[src/rtl/fetch_queue_pkg.sv]
// Shared definitions for the instruction fetch queue: reset/step defaults,
// request FSM encoding and the queue entry layout.
package fetch_queue_pkg;

  localparam logic [31:0] RESET_PC_DEF = 32'h0000_0000;
  localparam logic [31:0] PC_STEP_DEF  = 32'h0000_0004;

  typedef enum logic [1:0] {
    ST_IDLE = 2'd0,
    ST_WAIT = 2'd1,
    ST_DROP = 2'd2
  } req_state_e;

  typedef struct packed {
    logic [31:0] inst;
    logic [31:0] addr;
  } fq_entry_t;

endpackage

[src/rtl/fetch_queue_if.sv]
// Instruction cache request/response channel between the fetch queue
// (master) and the instruction cache (slave).
interface fetch_queue_if;

  logic        inst_req;
  logic [31:0] inst_addr;
  logic        inst_handle;
  logic        inst_ready_in;
  logic [31:0] inst_in;

  modport master (
    output inst_req, inst_addr,
    input  inst_handle, inst_ready_in, inst_in
  );

  modport slave (
    input  inst_req, inst_addr,
    output inst_handle, inst_ready_in, inst_in
  );

endinterface

[src/rtl/fetch_queue_fifo.sv]
// Circular storage for fetch_queue: DEPTH entries of WIDTH bits with
// push/pop/clear and an occupancy count; DEPTH must be a power of two.
module fetch_fifo #(
  parameter int DEPTH = 4,
  parameter int WIDTH = 64
) (
  input  logic                     clk,
  input  logic                     rst,
  input  logic                     clear,
  input  logic                     push,
  input  logic                     pop,
  input  logic [WIDTH-1:0]         wdata,
  output logic [WIDTH-1:0]         rdata,
  output logic [$clog2(DEPTH):0]   count,
  output logic                     empty,
  output logic                     full
);

  localparam int AW = $clog2(DEPTH);

  logic [WIDTH-1:0] mem_r [DEPTH];
  logic [AW-1:0]    head_r;
  logic [AW-1:0]    tail_r;
  logic [AW:0]      count_r;

  // entry storage; stale contents are never visible because the reader masks with valid
  always_ff @(posedge clk) begin
    if (push && !clear) begin
      mem_r[tail_r] <= wdata;
    end
  end

  // pointers wrap naturally at the power-of-two depth
  always_ff @(posedge clk or posedge rst) begin
    if (rst) begin
      head_r  <= '0;
      tail_r  <= '0;
      count_r <= '0;
    end else if (clear) begin
      head_r  <= '0;
      tail_r  <= '0;
      count_r <= '0;
    end else begin
      if (push) begin
        tail_r <= tail_r + {{(AW-1){1'b0}}, 1'b1};
      end
      if (pop) begin
        head_r <= head_r + {{(AW-1){1'b0}}, 1'b1};
      end
      count_r <= count_r + {{AW{1'b0}}, push} - {{AW{1'b0}}, pop};
    end
  end

  assign rdata = mem_r[head_r];
  assign count = count_r;
  assign empty = (count_r == {(AW+1){1'b0}});
  assign full  = (count_r == (AW+1)'(DEPTH));

endmodule

[src/rtl/fetch_queue.sv]
// Instruction fetch queue: issues sequential cache requests, buffers responses
// for the decoder, handles flush/redirect. FETCH_BYPASS_EN adds an empty-queue bypass.
module fetch_queue
  import fetch_queue_pkg::*;
#(
  parameter int          DEPTH    = 4,
  parameter logic [31:0] RESET_PC = RESET_PC_DEF,
  parameter logic [31:0] PC_STEP  = PC_STEP_DEF
) (
  input  logic                   clk_in,
  input  logic                   rst_in,
  input  logic                   rdy_in,
  input  logic                   deq_in,
  input  logic                   redirect_in,
  input  logic [31:0]            redirect_pc_in,
  output logic                   inst_ready_out,
  output logic [31:0]            inst_out,
  output logic [31:0]            inst_addr_out,
  output logic [$clog2(DEPTH):0] count_out,
  input  logic                   rob_clear,
  input  logic [31:0]            rob_rst_addr,
  fetch_queue_if.master          cache
);

  req_state_e  state_r, state_n;
  logic [31:0] fetch_pc_r, fetch_pc_n;
  logic [31:0] pend_addr_r, pend_addr_n;
  logic        flush_s, req_s, accept_s, resp_s, push_s, pop_s, fifo_push_s;
  logic        ready_s, fifo_empty_s, fifo_full_s;
  logic [31:0] push_addr_s;
  fq_entry_t   wr_entry_s, rd_entry_s, head_s;

  // request FSM, fetch PC and the address of the outstanding request
  always_ff @(posedge clk_in or posedge rst_in) begin
    if (rst_in) begin
      state_r     <= ST_IDLE;
      fetch_pc_r  <= RESET_PC;
      pend_addr_r <= 32'h0000_0000;
    end else begin
      state_r     <= state_n;
      fetch_pc_r  <= fetch_pc_n;
      pend_addr_r <= pend_addr_n;
    end
  end

  // next state, PC update and push decision
  always_comb begin
    flush_s     = rdy_in & (rob_clear | redirect_in);
    req_s       = ~rst_in & rdy_in & (state_r == ST_IDLE) & ~fifo_full_s & ~rob_clear & ~redirect_in;
    accept_s    = req_s & cache.inst_handle;
    resp_s      = rdy_in & cache.inst_ready_in;
    state_n     = state_r;
    fetch_pc_n  = fetch_pc_r;
    pend_addr_n = pend_addr_r;
    push_s      = 1'b0;
    push_addr_s = pend_addr_r;
    if (!rdy_in) begin
      state_n = state_r;
    end else if (flush_s) begin
      fetch_pc_n = rob_clear ? rob_rst_addr : redirect_pc_in;
      case (state_r)
        ST_WAIT: state_n = resp_s ? ST_IDLE : ST_DROP;
        ST_DROP: state_n = resp_s ? ST_IDLE : ST_DROP;
        default: state_n = ST_IDLE;
      endcase
    end else begin
      case (state_r)
        ST_IDLE: begin
          if (accept_s) begin
            fetch_pc_n = fetch_pc_r + PC_STEP;
            if (resp_s) begin
              push_s      = 1'b1;
              push_addr_s = fetch_pc_r;
            end else begin
              state_n     = ST_WAIT;
              pend_addr_n = fetch_pc_r;
            end
          end else begin
            state_n = ST_IDLE;
          end
        end
        ST_WAIT: begin
          if (resp_s) begin
            push_s  = 1'b1;
            state_n = ST_IDLE;
          end else begin
            state_n = ST_WAIT;
          end
        end
        ST_DROP: state_n = resp_s ? ST_IDLE : ST_DROP;
        default: state_n = ST_IDLE;
      endcase
    end
  end

  assign wr_entry_s = '{inst: cache.inst_in, addr: push_addr_s};

  // head selection and storage write enable
  always_comb begin
`ifdef FETCH_BYPASS_EN
    // a response landing in an empty queue is presented directly and skips storage if taken
    ready_s     = (~fifo_empty_s | push_s) & ~flush_s;
    head_s      = fifo_empty_s ? wr_entry_s : rd_entry_s;
    fifo_push_s = push_s & ~(fifo_empty_s & deq_in);
`else
    ready_s     = ~fifo_empty_s & ~flush_s;
    head_s      = rd_entry_s;
    fifo_push_s = push_s;
`endif
    pop_s = rdy_in & deq_in & ready_s & ~fifo_empty_s;
  end

  fetch_fifo #(
    .DEPTH (DEPTH),
    .WIDTH (64)
  ) u_fifo (
    .clk   (clk_in),
    .rst   (rst_in),
    .clear (flush_s),
    .push  (fifo_push_s),
    .pop   (pop_s),
    .wdata (wr_entry_s),
    .rdata (rd_entry_s),
    .count (count_out),
    .empty (fifo_empty_s),
    .full  (fifo_full_s)
  );

  assign cache.inst_req  = req_s;
  assign cache.inst_addr = fetch_pc_r;
  assign inst_ready_out  = ready_s;
  assign inst_out        = ready_s ? head_s.inst : 32'h0000_0000;
  assign inst_addr_out   = ready_s ? head_s.addr : 32'h0000_0000;

endmodule

[src/flat_wrapper.sv]
// flat-port wrapper written by rule: the top's interface ports become plain ports
module fetch_queue_flat import fetch_queue_pkg::*;
#(
  parameter int          DEPTH    = 4,
  parameter logic [31:0] RESET_PC = RESET_PC_DEF,
  parameter logic [31:0] PC_STEP  = PC_STEP_DEF
)
  (clk_in, rst_in, rdy_in, deq_in, redirect_in, redirect_pc_in, inst_ready_out, inst_out, inst_addr_out, count_out, rob_clear, rob_rst_addr, cache_inst_req, cache_inst_addr, cache_inst_handle, cache_inst_ready_in, cache_inst_in);
  fetch_queue_if cache_i ();
  input  logic clk_in;
  input  logic rst_in;
  input  logic rdy_in;
  input  logic deq_in;
  input  logic redirect_in;
  input  logic [31:0] redirect_pc_in;
  output logic inst_ready_out;
  output logic [31:0] inst_out;
  output logic [31:0] inst_addr_out;
  output logic [$clog2(DEPTH):0] count_out;
  input  logic rob_clear;
  input  logic [31:0] rob_rst_addr;
  output wire logic [$bits(cache_i.inst_req)-1:0] cache_inst_req;
  output wire logic [$bits(cache_i.inst_addr)-1:0] cache_inst_addr;
  input wire logic [$bits(cache_i.inst_handle)-1:0] cache_inst_handle;
  input wire logic [$bits(cache_i.inst_ready_in)-1:0] cache_inst_ready_in;
  input wire logic [$bits(cache_i.inst_in)-1:0] cache_inst_in;
  assign cache_inst_req = cache_i.inst_req;
  assign cache_inst_addr = cache_i.inst_addr;
  assign cache_i.inst_handle = cache_inst_handle;
  assign cache_i.inst_ready_in = cache_inst_ready_in;
  assign cache_i.inst_in = cache_inst_in;
  fetch_queue #(.DEPTH(DEPTH), .RESET_PC(RESET_PC), .PC_STEP(PC_STEP)) u_core (.clk_in(clk_in), .rst_in(rst_in), .rdy_in(rdy_in), .deq_in(deq_in), .redirect_in(redirect_in), .redirect_pc_in(redirect_pc_in), .inst_ready_out(inst_ready_out), .inst_out(inst_out), .inst_addr_out(inst_addr_out), .count_out(count_out), .rob_clear(rob_clear), .rob_rst_addr(rob_rst_addr), .cache(cache_i));
endmodule
[config.mk]
export PLATFORM = sky130hd
export DESIGN_NAME = fetch_queue_flat
export DESIGN_NICKNAME = d
export VERILOG_FILES = /design/src/rtl/fetch_queue_pkg.sv /design/src/rtl/fetch_queue_if.sv /design/src/rtl/fetch_queue_fifo.sv /design/src/rtl/fetch_queue.sv /design/src/flat_wrapper.sv
export SDC_FILE = /design/constraint.sdc
export NUM_CORES = 1
export LEC_CHECK = 0
export BUFFER_PORTS_ARGS = -buffer_cell sky130_fd_sc_hd__buf_4
export CAP_MARGIN = 10
export CORE_UTILIZATION = 57
export DETAILED_ROUTE_END_ITERATION = 16
export GPL_TIMING_DRIVEN = 0
export MAX_ROUTING_LAYER = met4
export PLACE_DENSITY = 0.85
export SETUP_SLACK_MARGIN = 0.05
export SLEW_MARGIN = 10
export SYNTH_ARGS = -nofsm -noshare
export SYNTH_HDL_FRONTEND = slang
export SYNTH_HIERARCHICAL = 1
export SYNTH_SLANG_ARGS = --single-unit
export TNS_END_PERCENT = 100
[constraint.sdc]
create_clock -name clk_in -period 4.46 [get_ports clk_in]
set_input_delay 0 -clock clk_in [delete_from_list [all_inputs] [get_ports clk_in]]
set_output_delay 0 -clock clk_in [all_outputs]
set_load 0.01 [all_outputs]
==> results by group, run 1 <==
Clocking
  – Clk_lat worst skew: 0.54 ns
  – CTS max path bufs: 3
  – Root cell of the clock tree: clkbuf_16
  – Post-CTS Setup Bufs: 0
  – TritonCTS clock tree: yes
  – CTS H-Tree Depth: 1
  – Sink Count: 329
  – CTS clock-pin slew for the worst setup and hold paths: 0.06 ns
  – Inserted Clock Buffers: 31

Synth
  – Synth warn: 6
  – Post-synthesis register bit count: 329
  – Seq/Total Area, Yosys: 0.672
  – Post-Synthesis Cells: 835
  – Synth top area share: 0.543
  – Asr flop ratio synth: 0.222
  – Post-Syn Area: 0.0142 mm²
  – Avg Cell Area, Syn: 17.0 µm²
  – Post-synth EDFFs: 256
  – Largest area contributor in the netlist: edfxtp_1
  – Main synth FF type: edfxtp_1
  – Syn Nets: 951
  – Area contributors post-synth: edfxtp_1, dfrtp_1, mux4_2
  – Distinct cells, synth: 63

Floorplan
  – Starting Density: 0.582
  – Core box area: 0.0243 mm²
  – I/O pins: 205
  – Row Count: 57
  – Die Ht: 160 µm
  – Die Area: 0.0255 mm²
  – Die Span X: 160 µm

Power
  – Pleak: 6.71 nW
  – Peak VDD IR: 0.000258 V
  – Power density cells: 378 mW/mm²
  – Total power: 0.00686 W

Setup path
  – Slowest cell on the critical path: and2_4
  – Crit path buf inv count: 3
  – CP Capture Type: flip-flop
  – Critical Path RT: 4.69 ns
  – Worst Setup Path Type: reg -> reg
  – Slowest stage delay, CP: 0.58 ns
  – Crit start category: flip-flop
  – Crit path max-delay family: simple AND/OR/NAND/NOR gates
  – R2R cell count: 9
  – Worst Path Arrival: 3.58 ns
  – WP depth: 9
  – Crit-path cells: inv_1 -> ha_1 -> and4bb_2 -> clkbuf_1 -> a21oi_1 -> nor2_1 -> nor2b_1 -> and2_4 -> buf_12
  – CP max FO: 33

Timing
  – Max_slew headroom: 0.230
  – Measured slew at the worst slew-check pin: 1.15 ns
  – # setup viols final: 0
  – Final min period: 3.35 ns
  – Period utilization: 0.751
  – Max-slew violation count: 0
  – Final count of hold timing violations: 0
  – RSZ-0062 raised after global routing: false
  – Setup TNS Final: 0 ns
  – Setup WS post-layout: 1.11 ns
  – Clock skew: 0.0121 ns
  – Fmax: 0.298 GHz
  – WHS: 0.0309 ns

Detailed routing
  – Vias per cell: 5.92
  – DR pass1 iterations: 7
  – Post-route DRC: 0
  – Final wirelength: 33400 µm
  – Wire length per cell: 21.9 µm
  – DRT antenna net count: 0
  – Detailed Route Iter0 Violations: 609
  – Via count: 9041

Final layout
  – Antenna Cells: 0
  – Layout area overhead: 28.3%
  – Layout fillers: 1414
  – Share of layout cells above drive strength 1: 0.340
  – Nets: 1296
  – Utilization after layout: 0.747

Global routing
  – GRT overflow: 0
  – Vias in the first global route: 9467
  – Largest net degree at the start of global routing: 50
  – First-pass GRT wire length: 52100 µm
  – Initial antenna violation count: 0
  – Total GRT Usage: 0.275

Min path
  – HP Class: in -> reg
  – Hold depth: 5

Place
  – Dpl hpwl: 21500 µm
  – Pre-CTS WS: 1.18 ns
  – GP Congestion: 0.951
  – IO Port Bufs: 204

Status
  – Outcome: finished clean

Job
  – Max-cap violation count: 0
-- synth_stat cells (6+ instances only) --
library cell / n
o21ai_0: 9
o211ai_1: 6
mux2_2: 63
mux4_2: 64
nor2_1: 14
or4_1: 11
edfxtp_1: 256
a21oi_1: 9
inv_1: 12
nand4_1: 15
a211oi_1: 22
nand2_1: 19
clkbuf_1: 27
ha_1: 11
nand3_1: 14
dfrtp_1: 73
nor2b_1: 21
mux2i_1: 11
a31oi_1: 17
o31ai_1: 10
and2_1: 70
buf_2: 9
-- state kept, by name (all words and copies together) (netlist names) --
signal	flops
u_core/pend_addr_r	32
u_core/u_fifo/head_r	2
u_core/u_fifo/mem_r	256
u_core/state_r	2
u_core/cache.inst_addr	32
u_core/u_fifo/tail_r	2
u_core/u_fifo/count	3
-- cell usage in the layout (no fill, tap or decap), drive strengths merged, types with 3 or more instances in the layout --
cell,Yosys,layout
nor2b,21,21
nand4,15,15
xnor2,3,3
mux4,64,64
o211ai,6,6
and4,5,5
inv,13,13
clkbuf,28,66
xor2,4,4
mux2,63,63
and2,70,70
nor3,5,5
or3,6,6
nor4,4,4
a21oi,9,9
o21ai,10,10
nor3b,4,4
nor2,14,14
edfxtp,256,256
clkinv,0,15
a31oi,17,17
nand2,19,19
dlygate4sd3,0,103
clkinvlp,0,3
o311ai,4,4
dfrtp,73,73
ha,11,11
a211oi,22,22
or4,11,11
o31ai,10,10
nand3,14,14
buf,19,228
mux2i,11,11
-- cell type report --
type	instances	area [µm²]	share of cell area
Sequential cell	329	9510	0.524
Timing Repair Buffer	312	2690	0.148
Tap cell	324	405	0.0223
Buffer	50	307	0.0169
Clock inverter	18	92.6	0.00510
Multi-Input combinational cell	443	4300	0.237
Clock buffer	38	812	0.0447
Inverter	13	51.3	0.00282
-- power breakdown --
| group | internal, W | switching [W] |
|---|---|---|
| combinational | 0.000443 | 0.000413 |
| clock | 0.00129 | 0.00107 |
| sequential | 0.00352 | 0.000133 |
-- kinds of logic (layout without fill, tap and decap cells) --
family	count (synthesis)	after routing	synth area share
flops	329	329	0.672
compound gates	88	88	0.0428
mux	138	138	0.160
simple gates	197	197	0.0836
xor+xnor	8	8	0.00592
buf+inv	63	431	0.0251
fa+ha+maj	12	12	0.0111
-- worst min-delay path: stages --
cell and delay, ns:
buf_4 0.11, nor3b_2 0.09, nand3_1 0.11, xor2_1 0.06, a21oi_1 0.14
-- timing repair --
action                    CTS  global route
hold buffers              103             0
resized for setup           0             0
hold endpoints to repair  240             0
-- routing by layer --
layer,vias up,part of all wire,track usage
met5,-,0,-
met4,0,0.032,0.0962
met3,80,0.066,0.0392
met2,454,0.50,0.457
met1,4501,0.40,0.349
li1,4006,-,-
-- path summary, 6_finish.rpt --
check	slack, ns	endpoint	start
min in group asynchronous	0.64	u_core/pend_addr_r[3]	rst_in
worst min-delay path	0.03	u_core/cache.inst_addr[4]	redirect_in
worst min register to register	0.51	u_core/pend_addr_r[6]	u_core/pend_addr_r[6]
worst max register to register	1.11	u_core/u_fifo/mem_r[2][5]	u_core/state_r[0]
worst max-delay path	1.11	u_core/u_fifo/mem_r[2][5]	u_core/state_r[0]
max in group asynchronous	3.30	u_core/cache.inst_addr[8]	rst_in
-- through the flow --
| step | instance area (µm²) | cells |
|---|---|---|
| floorplan | 14200 | 835 |
| global placement | 16100 | 1363 |
| detailed placement | 16200 | 1368 |
| CTS | 18200 | 1527 |
| global route | 18200 | 1527 |
| finish | 18200 | 1527 |
Note: power is estimated with default switching activity, not from simulation.
==> inputs of run 2 (changes only) <==
CORE_UTILIZATION = 52   (was 57)
PLACE_DENSITY = 0.81   (was 0.85)
clock period = 2.75 ns   (was 4.46 ns; I/O delays follow)
==> run 2 against run 1 <==
Effect of this change: register-to-register slack got worse by 0.91 ns; worst setup slack lost 0.91 ns; die area rose by 9.5%; core utilization down 5.8 points; flip-flop and latch count is the same; critical path depth shrank 1; largest power group unchanged.
==> results by group, run 2 (same netlist as run 1, synthesis figures left out) <==
Status
  – Outcome: finished clean

Power
  – Power density cells: 638 mW/mm²
  – Peak VDD IR: 0.000376 V
  – Pleak: 6.85 nW

Floorplan
  – Die Span X: 167 µm
  – Row Count: 60
  – Die Ht: 167 µm
  – Core box area: 0.0268 mm²
  – Die Area: 0.0279 mm²
  – I/O pins: 205
  – Starting Density: 0.528

Global routing
  – Total GRT Usage: 0.254
  – Gr busiest metal: met2
  – GRT overflow: 0
  – Met1 usage: 0.323
  – First-pass GRT wire length: 52600 µm
  – Initial antenna violation count: 0
  – Routing usage on met3: 0.0397
  – Largest net degree at the start of global routing: 62
  – Vias in the first global route: 9588
  – GRT met2 Usage: 0.424

Setup path
  – Slowest cell on the critical path: dfrtp_1
  – CP Capture Type: flip-flop
  – CP max FO: 51
  – FF-to-FF setup slack: 0.20 ns
  – Crit-path cells: inv_1 -> ha_1 -> and4bb_2 -> a21oi_1 -> nor2_2 -> nor2b_4 -> and2_4 -> buf_16
  – Worst Setup Path Type: reg -> reg
  – R2R cell count: 8
  – Critical Path RT: 2.92 ns
  – FF-to-FF End: u_core/u_fifo/mem_r[1][60]
  – Slowest stage delay, CP: 0.42 ns
  – Worst r2r src: u_core/state_r[1]
  – Crit path from: u_core/state_r[1]
  – Crit start category: flip-flop
  – CP endpoint: u_core/u_fifo/mem_r[1][60]
  – Worst Path Arrival: 2.72 ns

Timing
  – Period utilization: 0.926
  – Final count of hold timing violations: 0
  – RSZ-0062 raised after global routing: false
  – # setup viols final: 0
  – Measured slew at the worst slew-check pin: 1.12 ns
  – Final min period: 2.55 ns
  – Fmax: 0.393 GHz
  – Setup TNS Final: 0 ns
  – Clock skew: 0.0131 ns
  – Max-slew violation count: 0
  – Max_slew headroom: 0.251
  – WHS: 0.0478 ns

Min path
  – HP Class: in -> async

Detailed routing
  – DRT antenna net count: 0
  – Wire length per cell: 21.5 µm
  – Final wirelength: 33300 µm
  – Detailed Route Iter0 Violations: 696
  – DR pass1 iterations: 5
  – Via count: 9000
  – Post-route DRC: 0
  – Vias per cell: 5.80

Job
  – Max-cap violation count: 0

Final layout
  – Nets: 1303
  – Layout area overhead: 30.4%
  – Antenna Cells: 0
  – Layout fillers: 1722
  – Biggest register: u_core/u_fifo/mem_r
  – Commonest non-fill, non-tap cells in the layout: edfxtp_1, buf_4, dlygate4sd3_1
  – Share of layout cells above drive strength 1: 0.357
  – Max reg flops: 256
  – Utilization after layout: 0.689
  – Most common library cell in the layout ignoring fill and taps: edfxtp_1
  – Fin cells: 1551

Place
  – GP Congestion: 0.925
  – # placed instances: 1385
  – Dpl hpwl: 21600 µm
  – IO Port Bufs: 204

Clocking
  – CTS max path bufs: 3
  – Root cell of the clock tree: clkbuf_16
  – Inserted Clock Buffers: 34
  – Clk_lat worst skew: 0.50 ns
  – TritonCTS clock tree: yes
  – CTS H-Tree Depth: 2
  – CTS clock-pin slew for the worst setup and hold paths: 0.06 ns
  – Sink Count: 329
==> run 2: cell types whose count changed in the layout (fill, tap and decap cells not counted), moves of 2 or more <==
cell       previous run  this run
clkinv_2              7         5
buf_4               207       213
clkbuf_16            31        37
clkbuf_2              0         5
clkbuf_1             33        26
bufinv_16             0         2
==> run 2: worst max-delay path: cells and delay by family, from the launching register on <==
family	cells	cell delay [ns]
buffers and inverters	2	0.39
AOI/OAI and AO/OA	1	0.13
adders and majority gates	1	0.19
and+or+nand+nor	4	1.07
DFF	1	0.42
==> run 2: where the power goes <==
group,leakage (nW),internal (W),switching (W)
registers,3.21,0.00570,0.000209
clock network,0.534,0.00267,0.00181
logic,3.11,0.000720,0.000670
==> run 2: how the worst min path moves through the flow <==
stage,startpoint,slack [ns],cells past startpoint,end
finish,rst_in,0.05,3,u_core/u_fifo/count[1]
detailed placement,rst_in,-0.07,2,u_core/pend_addr_r[0]
global placement,rst_in,-0.007,2,u_core/u_fifo/count[2]
floorplan,rst_in,-0.20,1,u_core/u_fifo/count[0]
global route,rst_in,0.04,3,u_core/u_fifo/count[0]
CTS,rst_in,0.02,3,u_core/u_fifo/head_r[0]
==> run 2: repair_timing <==
item | in CTS | in global routing
setup endpoints to repair | 411 | 201
endpoints found under the hold margin | 240 | 0
hold buffers | 102 | 0
resized for setup | 9 | 6
cloned | 1 | 0
buffers inserted | 4 | 2
pin swaps | 4 | 1
==> run 2: per-layer routing <==
layer  part of all wire  up-vias
met5                  0        -
met4              0.022        0
met3              0.056       54
met2               0.51      394
met1               0.41     4552
li1                   -     4000
==> run 2: stage by stage <==
step | setup WS [ns] | instance area [µm²] | total power, W
CTS | 0.0914 | 18400 | 0.0119
global placement | -1.18 | 16100 | 0.00718
floorplan | -0.221 | 14200 | 0.00662
finish | 0.204 | 18500 | 0.0118
detailed placement | -0.658 | 16300 | 0.00724
global route | 0.0682 | 18500 | 0.0122
==> run 2: area by class of cell <==
cell class / count / area [µm²] / area share
Timing Repair Buffer: 317 / 2730 / 0.148
Buffer: 48 / 304 / 0.0165
Sequential cell: 329 / 9510 / 0.515
Clock buffer: 43 / 968 / 0.0525
Inverter: 13 / 51.3 / 0.00278
Clock inverter: 16 / 126 / 0.00685
Multi-Input combinational cell: 444 / 4340 / 0.235
Tap cell: 341 / 427 / 0.0231
